<file path="config.mk">
export PLATFORM = sky130hd
export DESIGN_NAME = game_state_regfile_flat
export DESIGN_NICKNAME = d
export VERILOG_FILES = /design/src/rtl/game_state_regfile_if.sv /design/src/rtl/game_state_regfile.sv /design/src/flat_wrapper.sv
export SDC_FILE = /design/constraint.sdc
export NUM_CORES = 1
export LEC_CHECK = 0
export BUFFER_PORTS_ARGS = -buffer_cell sky130_fd_sc_hd__buf_2
export CAP_MARGIN = 20
export CORE_UTILIZATION = 58
export CTS_CLUSTER_SIZE = 28
export DETAILED_ROUTE_END_ITERATION = 6
export PLACE_DENSITY = 0.91
export SKIP_LAST_GASP = 1
export SLEW_MARGIN = 20
export SYNTH_ARGS = -nofsm -noshare
export SYNTH_HDL_FRONTEND = slang
export SYNTH_SLANG_ARGS = --single-unit
export TNS_END_PERCENT = 50
</file>
<file path="constraint.sdc">
create_clock -name clk -period 7.4 [get_ports clk]
set_input_delay 0.37 -clock clk [delete_from_list [all_inputs] [get_ports clk]]
set_output_delay 0.37 -clock clk [all_outputs]
set_load 0.005 [all_outputs]
</file>
<file path="src/rtl/game_state_regfile_if.sv">
// Update-side and display-side signal bundle for the double-buffered game-state register file.
// The master drives the shadow controls and data; the slave returns the committed frame state.
interface game_state_regfile_if #(
    parameter int NUM_PLATS = 4,
    parameter int POS_W     = 8,
    parameter int COLOR_W   = 3,
    parameter int SCORE_W   = 16
);
    logic                         restart;
    logic                         wr_en;
    logic [POS_W-1:0]             curr_ball_in;
    logic [COLOR_W-1:0]           color_ball_in;
    logic [NUM_PLATS*COLOR_W-1:0] color_plats_in;
    logic [NUM_PLATS*POS_W-1:0]   position_plats_in;
    logic [SCORE_W-1:0]           score_in;
    logic                         shift_en;
    logic [POS_W-1:0]             new_plat_pos;
    logic [COLOR_W-1:0]           new_plat_color;
    logic                         frame_tick;

    logic [POS_W-1:0]             prev_ball_out;
    logic [POS_W-1:0]             curr_ball_out;
    logic [COLOR_W-1:0]           color_ball_out;
    logic [NUM_PLATS*COLOR_W-1:0] color_plats_out;
    logic [NUM_PLATS*POS_W-1:0]   position_plats_out;
    logic [SCORE_W-1:0]           score_out;
    logic [SCORE_W-1:0]           high_score_out;
    logic                         pending;
    logic                         commit_pulse;

    modport master (
        output restart, wr_en, curr_ball_in, color_ball_in, color_plats_in,
               position_plats_in, score_in, shift_en, new_plat_pos,
               new_plat_color, frame_tick,
        input  prev_ball_out, curr_ball_out, color_ball_out, color_plats_out,
               position_plats_out, score_out, high_score_out, pending, commit_pulse
    );

    modport slave (
        input  restart, wr_en, curr_ball_in, color_ball_in, color_plats_in,
               position_plats_in, score_in, shift_en, new_plat_pos,
               new_plat_color, frame_tick,
        output prev_ball_out, curr_ball_out, color_ball_out, color_plats_out,
               position_plats_out, score_out, high_score_out, pending, commit_pulse
    );
endinterface

</file>
<file path="src/rtl/game_state_regfile.sv">
// Double-buffered game-state register file: updates land in a shadow copy that is
// committed to the display-facing outputs only on a frame tick while a change is pending.
module game_state_regfile #(
    parameter int                               NUM_PLATS       = 4,
    parameter int                               POS_W           = 8,
    parameter int                               COLOR_W         = 3,
    parameter int                               SCORE_W         = 16,
    parameter logic [COLOR_W-1:0]               RST_BALL_COLOR  = 3'b111,
    parameter logic [NUM_PLATS*COLOR_W-1:0]     RST_PLAT_COLORS = 12'b001110111101,
    parameter logic [NUM_PLATS*POS_W-1:0]       RST_PLAT_POS    = 32'b01011111011100111000011110011011
) (
    input  logic                clk,
    input  logic                reset,
    game_state_regfile_if.slave bus
);
    localparam int PLAT_CW = NUM_PLATS * COLOR_W;
    localparam int PLAT_PW = NUM_PLATS * POS_W;

    logic [POS_W-1:0]   sh_ball_r;
    logic [COLOR_W-1:0] sh_ball_color_r;
    logic [PLAT_CW-1:0] sh_plat_color_r;
    logic [PLAT_PW-1:0] sh_plat_pos_r;
    logic [SCORE_W-1:0] sh_score_r;

    logic [POS_W-1:0]   sh_ball_s;
    logic [COLOR_W-1:0] sh_ball_color_s;
    logic [PLAT_CW-1:0] sh_plat_color_s;
    logic [PLAT_PW-1:0] sh_plat_pos_s;
    logic [SCORE_W-1:0] sh_score_s;
    logic               shadow_mod_s;

    logic [PLAT_CW-1:0] shifted_color_s;
    logic [PLAT_PW-1:0] shifted_pos_s;
    logic               commit_s;

    logic [POS_W-1:0]   curr_ball_r;
    logic [POS_W-1:0]   prev_ball_r;
    logic [COLOR_W-1:0] color_ball_r;
    logic [PLAT_CW-1:0] color_plats_r;
    logic [PLAT_PW-1:0] position_plats_r;
    logic [SCORE_W-1:0] score_r;
    logic [SCORE_W-1:0] high_score_r;
    logic               pending_r;
    logic               commit_pulse_r;

    // Scroll the shadow platforms down one slot, feeding the new platform into the top slot.
    always_comb begin
        shifted_color_s = sh_plat_color_r;
        shifted_pos_s   = sh_plat_pos_r;
        for (int i = 0; i < NUM_PLATS - 1; i++) begin
            shifted_color_s[i*COLOR_W +: COLOR_W] = sh_plat_color_r[(i+1)*COLOR_W +: COLOR_W];
            shifted_pos_s[i*POS_W +: POS_W]       = sh_plat_pos_r[(i+1)*POS_W +: POS_W];
        end
        shifted_color_s[(NUM_PLATS-1)*COLOR_W +: COLOR_W] = bus.new_plat_color;
        shifted_pos_s[(NUM_PLATS-1)*POS_W +: POS_W]       = bus.new_plat_pos;
    end

    // Next shadow contents: restart beats write/shift; shift beats write for the platform arrays.
    always_comb begin
        sh_ball_s       = sh_ball_r;
        sh_ball_color_s = sh_ball_color_r;
        sh_plat_color_s = sh_plat_color_r;
        sh_plat_pos_s   = sh_plat_pos_r;
        sh_score_s      = sh_score_r;
        shadow_mod_s    = 1'b0;
        if (bus.restart) begin
            sh_ball_s       = {POS_W{1'b0}};
            sh_ball_color_s = RST_BALL_COLOR;
            sh_plat_color_s = RST_PLAT_COLORS;
            sh_plat_pos_s   = RST_PLAT_POS;
            sh_score_s      = {SCORE_W{1'b0}};
            shadow_mod_s    = 1'b1;
        end else if (bus.wr_en || bus.shift_en) begin
            shadow_mod_s = 1'b1;
            if (bus.wr_en) begin
                sh_ball_s       = bus.curr_ball_in;
                sh_ball_color_s = bus.color_ball_in;
                sh_score_s      = bus.score_in;
            end else begin
                sh_ball_s       = sh_ball_r;
                sh_ball_color_s = sh_ball_color_r;
                sh_score_s      = sh_score_r;
            end
            if (bus.shift_en) begin
                sh_plat_color_s = shifted_color_s;
                sh_plat_pos_s   = shifted_pos_s;
            end else begin
                sh_plat_color_s = bus.color_plats_in;
                sh_plat_pos_s   = bus.position_plats_in;
            end
        end else begin
            shadow_mod_s = 1'b0;
        end
    end

    assign commit_s = bus.frame_tick && pending_r;

    // Shadow storage.
    always_ff @(posedge clk or posedge reset) begin
        if (reset) begin
            sh_ball_r       <= {POS_W{1'b0}};
            sh_ball_color_r <= RST_BALL_COLOR;
            sh_plat_color_r <= RST_PLAT_COLORS;
            sh_plat_pos_r   <= RST_PLAT_POS;
            sh_score_r      <= {SCORE_W{1'b0}};
        end else begin
            sh_ball_r       <= sh_ball_s;
            sh_ball_color_r <= sh_ball_color_s;
            sh_plat_color_r <= sh_plat_color_s;
            sh_plat_pos_r   <= sh_plat_pos_s;
            sh_score_r      <= sh_score_s;
        end
    end

    // Committed frame state: copies the pre-update shadow on a tick while a change is pending.
    always_ff @(posedge clk or posedge reset) begin
        if (reset) begin
            curr_ball_r      <= {POS_W{1'b0}};
            prev_ball_r      <= {POS_W{1'b0}};
            color_ball_r     <= RST_BALL_COLOR;
            color_plats_r    <= RST_PLAT_COLORS;
            position_plats_r <= RST_PLAT_POS;
            score_r          <= {SCORE_W{1'b0}};
            high_score_r     <= {SCORE_W{1'b0}};
            commit_pulse_r   <= 1'b0;
        end else if (commit_s) begin
            curr_ball_r      <= sh_ball_r;
            prev_ball_r      <= curr_ball_r;
            color_ball_r     <= sh_ball_color_r;
            color_plats_r    <= sh_plat_color_r;
            position_plats_r <= sh_plat_pos_r;
            score_r          <= sh_score_r;
            high_score_r     <= (sh_score_r > high_score_r) ? sh_score_r : high_score_r;
            commit_pulse_r   <= 1'b1;
        end else begin
            commit_pulse_r   <= 1'b0;
        end
    end

    // A change arriving on the commit edge keeps pending set so it goes out on the next tick.
    always_ff @(posedge clk or posedge reset) begin
        if (reset) begin
            pending_r <= 1'b0;
        end else if (shadow_mod_s) begin
            pending_r <= 1'b1;
        end else if (commit_s) begin
            pending_r <= 1'b0;
        end else begin
            pending_r <= pending_r;
        end
    end

    assign bus.curr_ball_out      = curr_ball_r;
    assign bus.prev_ball_out      = prev_ball_r;
    assign bus.color_ball_out     = color_ball_r;
    assign bus.color_plats_out    = color_plats_r;
    assign bus.position_plats_out = position_plats_r;
    assign bus.score_out          = score_r;
    assign bus.high_score_out     = high_score_r;
    assign bus.pending            = pending_r;
    assign bus.commit_pulse       = commit_pulse_r;
endmodule

</file>
<file path="src/flat_wrapper.sv">
// flat-port wrapper written by rule: the top's interface ports become plain ports
module game_state_regfile_flat 
#(
    parameter int                               NUM_PLATS       = 4,
    parameter int                               POS_W           = 8,
    parameter int                               COLOR_W         = 3,
    parameter int                               SCORE_W         = 16,
    parameter logic [COLOR_W-1:0]               RST_BALL_COLOR  = 3'b111,
    parameter logic [NUM_PLATS*COLOR_W-1:0]     RST_PLAT_COLORS = 12'b001110111101,
    parameter logic [NUM_PLATS*POS_W-1:0]       RST_PLAT_POS    = 32'b01011111011100111000011110011011
)
  (clk, reset, bus_restart, bus_wr_en, bus_curr_ball_in, bus_color_ball_in, bus_color_plats_in, bus_position_plats_in, bus_score_in, bus_shift_en, bus_new_plat_pos, bus_new_plat_color, bus_frame_tick, bus_prev_ball_out, bus_curr_ball_out, bus_color_ball_out, bus_color_plats_out, bus_position_plats_out, bus_score_out, bus_high_score_out, bus_pending, bus_commit_pulse);
  game_state_regfile_if #(.NUM_PLATS(NUM_PLATS), .POS_W(POS_W), .COLOR_W(COLOR_W), .SCORE_W(SCORE_W)) bus_i ();
  input  logic clk;
  input  logic reset;
  input wire logic [$bits(bus_i.restart)-1:0] bus_restart;
  input wire logic [$bits(bus_i.wr_en)-1:0] bus_wr_en;
  input wire logic [$bits(bus_i.curr_ball_in)-1:0] bus_curr_ball_in;
  input wire logic [$bits(bus_i.color_ball_in)-1:0] bus_color_ball_in;
  input wire logic [$bits(bus_i.color_plats_in)-1:0] bus_color_plats_in;
  input wire logic [$bits(bus_i.position_plats_in)-1:0] bus_position_plats_in;
  input wire logic [$bits(bus_i.score_in)-1:0] bus_score_in;
  input wire logic [$bits(bus_i.shift_en)-1:0] bus_shift_en;
  input wire logic [$bits(bus_i.new_plat_pos)-1:0] bus_new_plat_pos;
  input wire logic [$bits(bus_i.new_plat_color)-1:0] bus_new_plat_color;
  input wire logic [$bits(bus_i.frame_tick)-1:0] bus_frame_tick;
  output wire logic [$bits(bus_i.prev_ball_out)-1:0] bus_prev_ball_out;
  output wire logic [$bits(bus_i.curr_ball_out)-1:0] bus_curr_ball_out;
  output wire logic [$bits(bus_i.color_ball_out)-1:0] bus_color_ball_out;
  output wire logic [$bits(bus_i.color_plats_out)-1:0] bus_color_plats_out;
  output wire logic [$bits(bus_i.position_plats_out)-1:0] bus_position_plats_out;
  output wire logic [$bits(bus_i.score_out)-1:0] bus_score_out;
  output wire logic [$bits(bus_i.high_score_out)-1:0] bus_high_score_out;
  output wire logic [$bits(bus_i.pending)-1:0] bus_pending;
  output wire logic [$bits(bus_i.commit_pulse)-1:0] bus_commit_pulse;
  assign bus_i.restart = bus_restart;
  assign bus_i.wr_en = bus_wr_en;
  assign bus_i.curr_ball_in = bus_curr_ball_in;
  assign bus_i.color_ball_in = bus_color_ball_in;
  assign bus_i.color_plats_in = bus_color_plats_in;
  assign bus_i.position_plats_in = bus_position_plats_in;
  assign bus_i.score_in = bus_score_in;
  assign bus_i.shift_en = bus_shift_en;
  assign bus_i.new_plat_pos = bus_new_plat_pos;
  assign bus_i.new_plat_color = bus_new_plat_color;
  assign bus_i.frame_tick = bus_frame_tick;
  assign bus_prev_ball_out = bus_i.prev_ball_out;
  assign bus_curr_ball_out = bus_i.curr_ball_out;
  assign bus_color_ball_out = bus_i.color_ball_out;
  assign bus_color_plats_out = bus_i.color_plats_out;
  assign bus_position_plats_out = bus_i.position_plats_out;
  assign bus_score_out = bus_i.score_out;
  assign bus_high_score_out = bus_i.high_score_out;
  assign bus_pending = bus_i.pending;
  assign bus_commit_pulse = bus_i.commit_pulse;
  game_state_regfile #(.NUM_PLATS(NUM_PLATS), .POS_W(POS_W), .COLOR_W(COLOR_W), .SCORE_W(SCORE_W), .RST_BALL_COLOR(RST_BALL_COLOR), .RST_PLAT_COLORS(RST_PLAT_COLORS), .RST_PLAT_POS(RST_PLAT_POS)) u_core (.clk(clk), .reset(reset), .bus(bus_i));
endmodule
</file>
==> impl_metrics.json, run 1 <==
{
  "ys_types": 26,
  "cap_violations": 0,
  "start_kind": "register",
  "placedCellCount": 888,
  "synth_area_leaders": "dfrtp_1, dfstp_2, mux2_2",
  "place.gp.congestion": 0.831,
  "grt_overflow": 0,
  "synthFlopType": "dfrtp_1",
  "yosys_warnings": 0,
  "pre_cts_ws_ps": 4510,
  "syn_inst": 560,
  "yosysSeqAreaShare_pct": 57.2,
  "cts_buffers": 17,
  "fp.dieW_um": 116,
  "ys_ff_latch": 168,
  "worstMarginPinSlew_ps": 1140,
  "dr.pass1.iters": 6,
  "ctsHoldBuffers": 0,
  "finalCritPeriodShare_pct": 39.8,
  "power_frac_clock_pct": 36.7,
  "yosys.area.top_type": "dfrtp_1",
  "multi_input_area_sq_um": 2990,
  "worstSetupPathType": "reg -> reg",
  "syn_area_per_cell_sq_um": 13.4,
  "hold_depth": 2,
  "slew_viol_final": 0,
  "start_util_pct": 59.3,
  "cpMaxStageDelayCell": "a311oi_4",
  "finalNetCount": 839,
  "row_count": 41,
  "design_power_total_mw": 2.65,
  "clock-skew-final_ps": 9.04,
  "worstSetupEndpointType": "register",
  "hp-class": "in -> reg",
  "post_cts_resized": 0,
  "setup_slack_ps": 4460,
  "synth_edf_count": 0,
  "pwr-share-seq_pct": 43.0,
  "fill_cells": 848,
  "powerDensity_nw_per_um2": 289,
  "post-cts-setup-buffers": 0,
  "die_area_sq_um": 13400,
  "clkLatencyLatePin_ps": 420,
  "drive_gt1_share_pct": 54.3,
  "clock_path_buffers": 2,
  "crit_fanout": 16,
  "synth_most_common_cell": "mux2_2",
  "globalRouteTotalUtil_pct": 26.2,
  "vias": 5048,
  "dieHeight_um": 116,
  "portBuffers": 184,
  "postSynth.asyncResetShare_pct": 100,
  "cts_tree": "yes",
  "grt_pass1_vias": 5283,
  "p_leak_nw": 4.48,
  "cts.sink_count": 168,
  "syn_area_sq_um": 7480,
  "ant_nets": 0,
  "peakVddDrop_v": 0.000171,
  "max_stage_delay_ps": 980,
  "p_switching_mw": 0.702,
  "fin_cells": 921,
  "drt_wl_total_mm": 16.7,
  "finalHoldViolCount": 0,
  "max_freq_mhz": 340,
  "setup-tns-final_ps": 0,
  "hold-worst-slack_ps": 158,
  "core_sq_um": 12600,
  "antenna_found_initial": 2,
  "crit_required_ps": 7700,
  "synth_commonest_cells": "mux2_2, dfrtp_1, mux2i_1",
  "finalSetupViolCount": 0,
  "status": "finished clean",
  "grt_pass1_wl_mm": 26.4,
  "clkSlewWorstSetupHoldPaths_ps": 70,
  "rsz0062_at_grt": "false",
  "syn_nets": 664,
  "ff_latch_area_sq_um": 4280,
  "cts_root_buf": "clkbuf_16",
  "arrival_ps": 3240,
  "vias_per_cell": 5.48,
  "drt-wirelength-per-cell_um": 18.1,
  "crit_chain": "inv_1 -> ha_1 -> nand4_1 -> a2111o_1 -> a311oi_4 -> mux2_2",
  "utilization_pct": 72.7,
  "fin_area_sq_um": 9180,
  "maxSlewHeadroom_pct": 24.1,
  "drc_errors": 0,
  "cts_htree_levels": 4,
  "grt_start_max_net_pins": 109,
  "dp.final_hpwl_mm": 10.8,
  "intPower_mw": 1.95,
  "p_sw_share_pct": 26.5,
  "layout-area-overhead-vs-synth_pct": 22.6,
  "yosysTopAreaCellShare_pct": 35.5,
  "r2r_cells": 6,
  "first_iter_violations": 286,
  "dpl_cell_area_sq_um": 8510,
  "comb_power_share_pct": 20.3,
  "post-route-min-period_ps": 2940,
  "io_pins": 185
}
[layer usage]
metal  vias up  GRT usage (%)  part of all wire [%]  wire length (um)
li1       2294              -                     -                 -
met1      2559           31.2                    42              7050
met2       155           44.4                    49              8250
met3        38           7.53                   5.7               942
met4         2           11.9                   2.5               416
met5         -              0                 0.060                10
[state kept, by name, indices dropped and copies added (netlist names), 8 cells and up]
register and flops:
u_core.bus.position_plats_out 32, u_core.sh_plat_pos_r 32, u_core.bus.high_score_out 16, u_core.bus.score_out 16, u_core.sh_score_r 16, u_core.bus.color_plats_out 12, u_core.sh_plat_color_r 12, u_core.bus.curr_ball_out 8
u_core.bus.prev_ball_out 8, u_core.sh_ball_r 8
[worst max-delay path: cells and delay by family, from the launching register on]
family / cells / cell delay (ps)
AO/OA/AOI/OAI: 2 / 1430
adder cells (fa/ha/maj): 1 / 310
buffers and inverters: 1 / 60
flip-flops: 1 / 380
multiplexers: 1 / 430
AND/OR/NAND/NOR: 1 / 220
[power groups by stage]
stage               Sequential [mW]  Combinational (mW)  Clock, mW
floorplan                      1.14               0.337          0
global route                   1.15               0.593       1.02
CTS                            1.14               0.544      0.982
global placement               1.14               0.506          0
finish                         1.14               0.539      0.973
detailed placement             1.15               0.533          0
[layout by cell type (no fill, tap or decap), types with 2 or more instances in the layout]
cell and instances:
buf_2 183, mux2_2 112, dfrtp_1 106, mux2i_1 68
dfstp_2 62, nor2_1 57, nand2b_1 28, a21oi_1 22
inv_1 18, clkbuf_16 17, ha_1 16, mux2_4 10
nor2b_1 5, bufinv_16 5, o21ai_0 4, nand4_1 4
buf_4 4, nand2_1 3, a211o_1 3, clkinv_2 3
nor3_1 2, clkinv_4 2, clkbuf_8 2, clkinvlp_4 2
[cell type report]
type / count / area share, %
Tap cell: 172 / 2.35
Clock inverter: 12 / 2.15
Antenna cell: 1 / 0.0273
Multi-Input combinational cell: 341 / 32.6
Sequential cell: 168 / 46.7
Timing Repair Buffer: 188 / 10.4
Clock buffer: 20 / 4.98
Inverter: 19 / 0.832
[final timing paths]
check,slack [ps],endpoint,startpoint
min in group asynchronous,170,u_core.bus.high_score_out[9],reset
worst min register to register,500,u_core.bus.prev_ball_out[4],u_core.bus.prev_ball_out[4]
worst max register to register,4460,u_core.bus.high_score_out[9],u_core.bus.high_score_out[13]
worst min-delay path,160,u_core.bus.pending,bus_frame_tick
worst max-delay path,4460,u_core.bus.high_score_out[9],u_core.bus.high_score_out[13]
max in group asynchronous,5890,u_core.sh_plat_color_r[6],reset
[cell families (layout without fill, tap and decap cells)]
| logic type | Yosys count | in the layout | synth area share, % |
|---|---|---|---|
| AOI/OAI and AO/OA | 34 | 34 | 2.89 |
| DFF | 168 | 168 | 57.2 |
| other | 0 | 1 | 0 |
| muxes | 190 | 190 | 28.0 |
| and+or+nand+nor | 101 | 101 | 6.37 |
| buffers and inverters | 51 | 239 | 2.88 |
| adders and majority gates | 16 | 16 | 2.68 |
(Power assumes the default switching activity.)
==> run 2: changes to the inputs <==
--- a/config.mk
+++ b/config.mk
@@ -7,10 +7,10 @@
 export LEC_CHECK = 0
 export BUFFER_PORTS_ARGS = -buffer_cell sky130_fd_sc_hd__buf_2
 export CAP_MARGIN = 20
-export CORE_UTILIZATION = 58
+export CORE_UTILIZATION = 53
 export CTS_CLUSTER_SIZE = 28
 export DETAILED_ROUTE_END_ITERATION = 6
-export PLACE_DENSITY = 0.91
+export PLACE_DENSITY = 0.84
 export SKIP_LAST_GASP = 1
 export SLEW_MARGIN = 20
 export SYNTH_ARGS = -nofsm -noshare
==> constraint.sdc (replaced) <==
create_clock -name clk -period 3 [get_ports clk]
set_input_delay 0.15 -clock clk [delete_from_list [all_inputs] [get_ports clk]]
set_output_delay 0.15 -clock clk [all_outputs]
set_load 0.005 [all_outputs]
==> run 2 against run 1 <==
First-iteration DRC count increased by 19%. Clock-buffer cell count grew 2. Sequential cell count unchanged. The flow now finishes with violations (negative hold slack). Critical path depth is 2 higher. Register-to-register slack worse by 3900 ps. Clock skew rose by 0.61 ps. Non-clock buffer count up 35. Sequential power is 150% higher. Core utilization shrank 4.3 points.
==> impl_metrics.json, run 2 (synthesized netlist as in run 1, its figures left out) <==
{
  "final_cell_mix": "buf_2, mux2_2, dfrtp_1",
  "place.gp.congestion": 0.824,
  "vias": 5045,
  "use_met2_pct": 41.2,
  "portBuffers": 184,
  "row_count": 43,
  "post-route-min-period_ps": 2440,
  "gr-usage-met1_pct": 30.3,
  "clock_path_buffers": 2,
  "violations": "negative hold slack",
  "worstMarginPinSlew_ps": 930,
  "utilization_pct": 68.4,
  "drt_wl_total_mm": 16.9,
  "p_leak_nw": 4.59,
  "dieHeight_um": 121,
  "worstSetupEndpointType": "register",
  "crit_buf_inv": 2,
  "hold-worst-slack_ps": -31.6,
  "die_area_sq_um": 14600,
  "finalCritPeriodShare_pct": 81.3,
  "vias_per_cell": 5.23,
  "core_sq_um": 13800,
  "hp-class": "in -> async",
  "ant_nets": 0,
  "grt_overflow": 0,
  "finalHoldViolCount": 8,
  "max_stage_delay_ps": 420,
  "finalNetCount": 874,
  "powerDensity_nw_per_um2": 669,
  "start_kind": "register",
  "multi_input_area_sq_um": 2990,
  "arrival_ps": 2750,
  "met3_usage_pct": 6.37,
  "crit_fanout": 8,
  "setup-tns-final_ps": 0,
  "layout_commonest_cell": "buf_2",
  "ff_latch_area_sq_um": 4280,
  "fill_cells": 923,
  "status": "complete, but fails checks",
  "grt_start_max_net_pins": 169,
  "clock-skew-final_ps": 9.65,
  "layout-area-overhead-vs-synth_pct": 26.3,
  "drc_errors": 0,
  "cts.sink_count": 168,
  "cts_root_buf": "clkbuf_16",
  "globalRouteTotalUtil_pct": 24.3,
  "dr.pass1.iters": 4,
  "io_pins": 185,
  "max_freq_mhz": 410,
  "grt_pass1_vias": 5429,
  "slew_viol_final": 0,
  "rsz0062_at_grt": "false",
  "gr-max-usage-layer": "met2",
  "finalSetupViolCount": 0,
  "first_iter_violations": 339,
  "clkSlewWorstSetupHoldPaths_ps": 70,
  "maxSlewHeadroom_pct": 38.0,
  "fp.dieW_um": 121,
  "antenna_found_initial": 1,
  "crit_required_ps": 3310,
  "cts_buffers": 17,
  "drt-wirelength-per-cell_um": 17.6,
  "cts_tree": "yes",
  "cpMaxStageDelayCell": "a2111o_1",
  "cap_violations": 0,
  "drive_gt1_share_pct": 52.1,
  "peakVddDrop_v": 0.000481,
  "clkLatencyLatePin_ps": 420,
  "worstSetupPathType": "reg -> reg",
  "grt_pass1_wl_mm": 27.2,
  "crit_chain": "inv_1 -> ha_1 -> nor2b_1 -> o211ai_1 -> a2111o_1 -> a311oi_4 -> buf_4 -> mux2_2",
  "post_cts_resized": 0,
  "dp.final_hpwl_mm": 10.8,
  "start_util_pct": 54.1,
  "cp_top_family": "compound AO/OA/AOI/OAI gates",
  "cts_htree_levels": 4
}
run 2: cell count changes in the layout (fill, tap and decap cells not counted), moves of 2 or more:
cell,change
dlygate4sd3_1,+30
clkinv_4,+2
clkinv_2,-2
bufinv_16,-3
clkbuf_1,+3
buf_4,+5
clkinvlp_4,+2
run 2: cell type report:
class / count / share of cell area [%]
clock inverter: 10 / 1.30
antenna: 1 / 0.0265
tap: 180 / 2.38
clock buffer: 22 / 4.80
sequential: 168 / 45.3
multi-input combinational: 341 / 31.6
inverter: 19 / 0.794
timing repair buffer: 223 / 13.8
run 2: stage by stage:
stage / total power [mW] / instance area [sq um] / instances / worst slack [ps] / hold WS (ps)
after floorplan: 3.65 / 7490 / 560 / 667 / 246
after global placement: 4.08 / 8570 / 901 / 718 / 362
after detailed placement: 4.17 / 8570 / 901 / 578 / 375
after CTS: 6.36 / 9450 / 963 / 573 / 4.96
after global routing: 6.63 / 9450 / 963 / 455 / 14.8
final: 6.32 / 9450 / 964 / 561 / -31.6
run 2: per-layer routing:
metal	part of all wire, %	wire [um]
met3	5.8	990
met2	50	8460
met1	43	7210
met5	0	0
met4	1.6	267
run 2: where the power goes:
group | total [mW] | switching, mW | internal [mW]
logic | 1.38 | 0.654 | 0.722
clock network | 2.13 | 0.881 | 1.25
registers | 2.81 | 0.206 | 2.61
total | 6.32 | 1.74 | 4.58
run 2: path summary, 6_finish.rpt:
path,startpoint,endpoint,slack [ps],depth (start not counted)
setup / recovery,u_core.bus.high_score_out[1],u_core.bus.high_score_out[14],560,8
hold / removal,reset,u_core.bus.score_out[2],-30,3
setup reg to reg,u_core.bus.high_score_out[1],u_core.bus.high_score_out[14],560,8
hold reg to reg,u_core.bus.prev_ball_out[0],u_core.bus.prev_ball_out[0],500,1
max in group asynchronous,reset,u_core.sh_plat_pos_r[18],2350,3
min in group clk,bus_new_plat_color[1],u_core.sh_plat_color_r[10],10,3
run 2: worst min-delay path, cell delays in order:
cell and delay [ps]:
buf_2 110, clkinvlp_4 70, buf_12 530
run 2: what timing repair did:
action | in CTS | in global routing
hold buffers | 30 | 0
setup buffers | 0 | 0
hold endpoints to repair | 30 | 0
==> run 3: changes to the inputs <==
--- a/config.mk
+++ b/config.mk
@@ -7,10 +7,10 @@
 export LEC_CHECK = 0
 export BUFFER_PORTS_ARGS = -buffer_cell sky130_fd_sc_hd__buf_2
 export CAP_MARGIN = 20
-export CORE_UTILIZATION = 53
+export CORE_UTILIZATION = 48
 export CTS_CLUSTER_SIZE = 28
 export DETAILED_ROUTE_END_ITERATION = 6
-export PLACE_DENSITY = 0.84
+export PLACE_DENSITY = 0.81
 export SKIP_LAST_GASP = 1
 export SLEW_MARGIN = 20
 export SYNTH_ARGS = -nofsm -noshare
==> constraint.sdc (replaced) <==
create_clock -name clk -period 2.19 [get_ports clk]
set_input_delay 0.1095 -clock clk [delete_from_list [all_inputs] [get_ports clk]]
set_output_delay 0.1095 -clock clk [all_outputs]
set_load 0.005 [all_outputs]
==> run 3 against run 2 <==
The flow finishes with violations (negative setup slack). Setup slack worse by 700 ps. Critical path depth up 1. Non-clock buffer count up 50. Die area up 10%. Sequential cell count unchanged.
==> impl_metrics.json, run 3 (synthesized netlist as in run 1, its figures left out) <==
{
  "status": "complete, but fails checks",
  "violations": "negative setup slack",
  "start_kind": "register",
  "cts.sink_count": 168,
  "fp.dieW_um": 127,
  "cts_htree_levels": 4,
  "maxSlewHeadroom_pct": 62.5,
  "clock-skew-final_ps": 9.04,
  "start_util_pct": 49.2,
  "grt_overflow": 0,
  "placedCellCount": 945,
  "hp-class": "in -> reg",
  "cts_tree": "yes",
  "clkSlewWorstSetupHoldPaths_ps": 60,
  "pre_cts_ws_ps": -137,
  "clkLatencyLatePin_ps": 420,
  "worstMarginPinSlew_ps": 562,
  "clock_path_buffers": 2,
  "dieHeight_um": 127,
  "antenna_found_initial": 0,
  "row_count": 45,
  "layout-area-overhead-vs-synth_pct": 33.7,
  "first_iter_violations": 226,
  "utilization_pct": 65.8,
  "core_sq_um": 15200,
  "arrival_ps": 2630,
  "ant_nets": 0,
  "vias": 5273,
  "setup_slack_ps": -142,
  "peakVddDrop_v": 0.000575,
  "worstSetupEndpointType": "register",
  "grt_pass1_vias": 5596,
  "finalNetCount": 924,
  "io_pins": 185,
  "cp_top_family": "buffers and inverters",
  "max_stage_delay_ps": 380,
  "final_cell_mix": "buf_2, mux2_2, dfrtp_1",
  "die_area_sq_um": 16100,
  "vias_per_cell": 5.16,
  "post-route-min-period_ps": 2330,
  "cpMaxStageDelayCell": "dfrtp_1",
  "dpl_cell_area_sq_um": 8920,
  "drc_errors": 0,
  "finalSetupViolCount": 16,
  "grt_start_max_net_pins": 92,
  "max_freq_mhz": 429,
  "grt_pass1_wl_mm": 28.1,
  "portBuffers": 184,
  "dp.final_hpwl_mm": 11.6,
  "cts_root_buf": "clkbuf_16",
  "crit_chain": "inv_1 -> ha_1 -> nand4_1 -> buf_4 -> nor3_2 -> a211oi_2 -> a311oi_4 -> buf_6 -> mux2_4",
  "setup-tns-final_ps": -2030,
  "fin_cells": 1021,
  "globalRouteTotalUtil_pct": 22.7,
  "place.gp.congestion": 0.779,
  "worstSetupPathType": "reg -> reg",
  "dr.pass1.iters": 5,
  "slew_viol_final": 0,
  "powerDensity_nw_per_um2": 924,
  "drt_wl_total_mm": 17.6,
  "p_leak_nw": 4.91,
  "finalHoldViolCount": 0,
  "crit_required_ps": 2490,
  "cts_buffers": 17,
  "design_power_total_mw": 9.25,
  "drt-wirelength-per-cell_um": 17.3,
  "crit_fanout": 8,
  "drive_gt1_share_pct": 54.6,
  "fin_area_sq_um": 10000,
  "diodes": 0,
  "crit_buf_inv": 3,
  "cap_violations": 0,
  "rsz0062_at_grt": "true",
  "finalCritPeriodShare_pct": 106,
  "layout_commonest_cell": "buf_2",
  "hold-worst-slack_ps": 45.1
}
==> run 3: cell types whose count changed in the layout (fill, tap and decap cells not counted), sizes merged, moves of 2 or more <==
cell         change
buf             +40
clkbuf           -2
clkinvlp         -2
dlygate4sd3     +10
inv              +2
==> run 3: worst register-to-register path, cell delays in order (launching register included) <==
cell and delay (ps):
dfrtp_1 380, inv_1 60, ha_1 290, nand4_1 150
buf_4 180, nor3_2 210, a211oi_2 80, a311oi_4 340
buf_6 210, mux2_4 320
==> run 3: repair_timing <==
item                       in CTS  in global routing
hold endpoints to repair      145                  0
pin swaps                       4                  2
hold buffers                   40                  0
setup endpoints to repair      16                 16
resized for setup               8                  4
buffers inserted                0                  4
==> run 3: area by class of cell <==
class / instances / area [sq um]
Clock inverter: 12 / 149
Multi-Input combinational cell: 341 / 3040
Sequential cell: 168 / 4280
Fill cell: 1078 / 5190
Inverter: 19 / 75.1
Tap cell: 188 / 235
Timing Repair Buffer: 273 / 1770
Clock buffer: 20 / 457
==> run 3: final timing paths <==
check                                         startpoint  slack (ps)                           endpoint  cells after the start
setup / recovery           u_core.bus.high_score_out[15]        -140      u_core.bus.high_score_out[12]                      9
hold / removal                 bus_position_plats_in[22]          50           u_core.sh_plat_pos_r[22]                      4
setup reg to reg           u_core.bus.high_score_out[15]        -140      u_core.bus.high_score_out[12]                      9
hold reg to reg                  u_core.bus.score_out[0]         480            u_core.bus.score_out[0]                      2
max in group asynchronous                          reset        1390          u_core.sh_ball_color_r[1]                      4
min in group asynchronous                          reset         390  u_core.bus.position_plats_out[23]                      4
==> run 3: power breakdown <==
group / internal [mW] / leakage [nW] / switching [mW]
Sequential: 3.57 / 2.05 / 0.242
Clock: 1.85 / 0.300 / 1.20
Combinational: 1.34 / 2.56 / 1.04
Total: 6.77 / 4.91 / 2.48
==> run 3: metal layers <==
layer  vias up  wire length [um]  global-route usage (%)
met5         -                 0                       0
met4         0               249                    7.42
met3        24               949                    6.03
met2       161              8810                    38.5
met1      2629              7640                    28.1
li1       2459                 -                       -
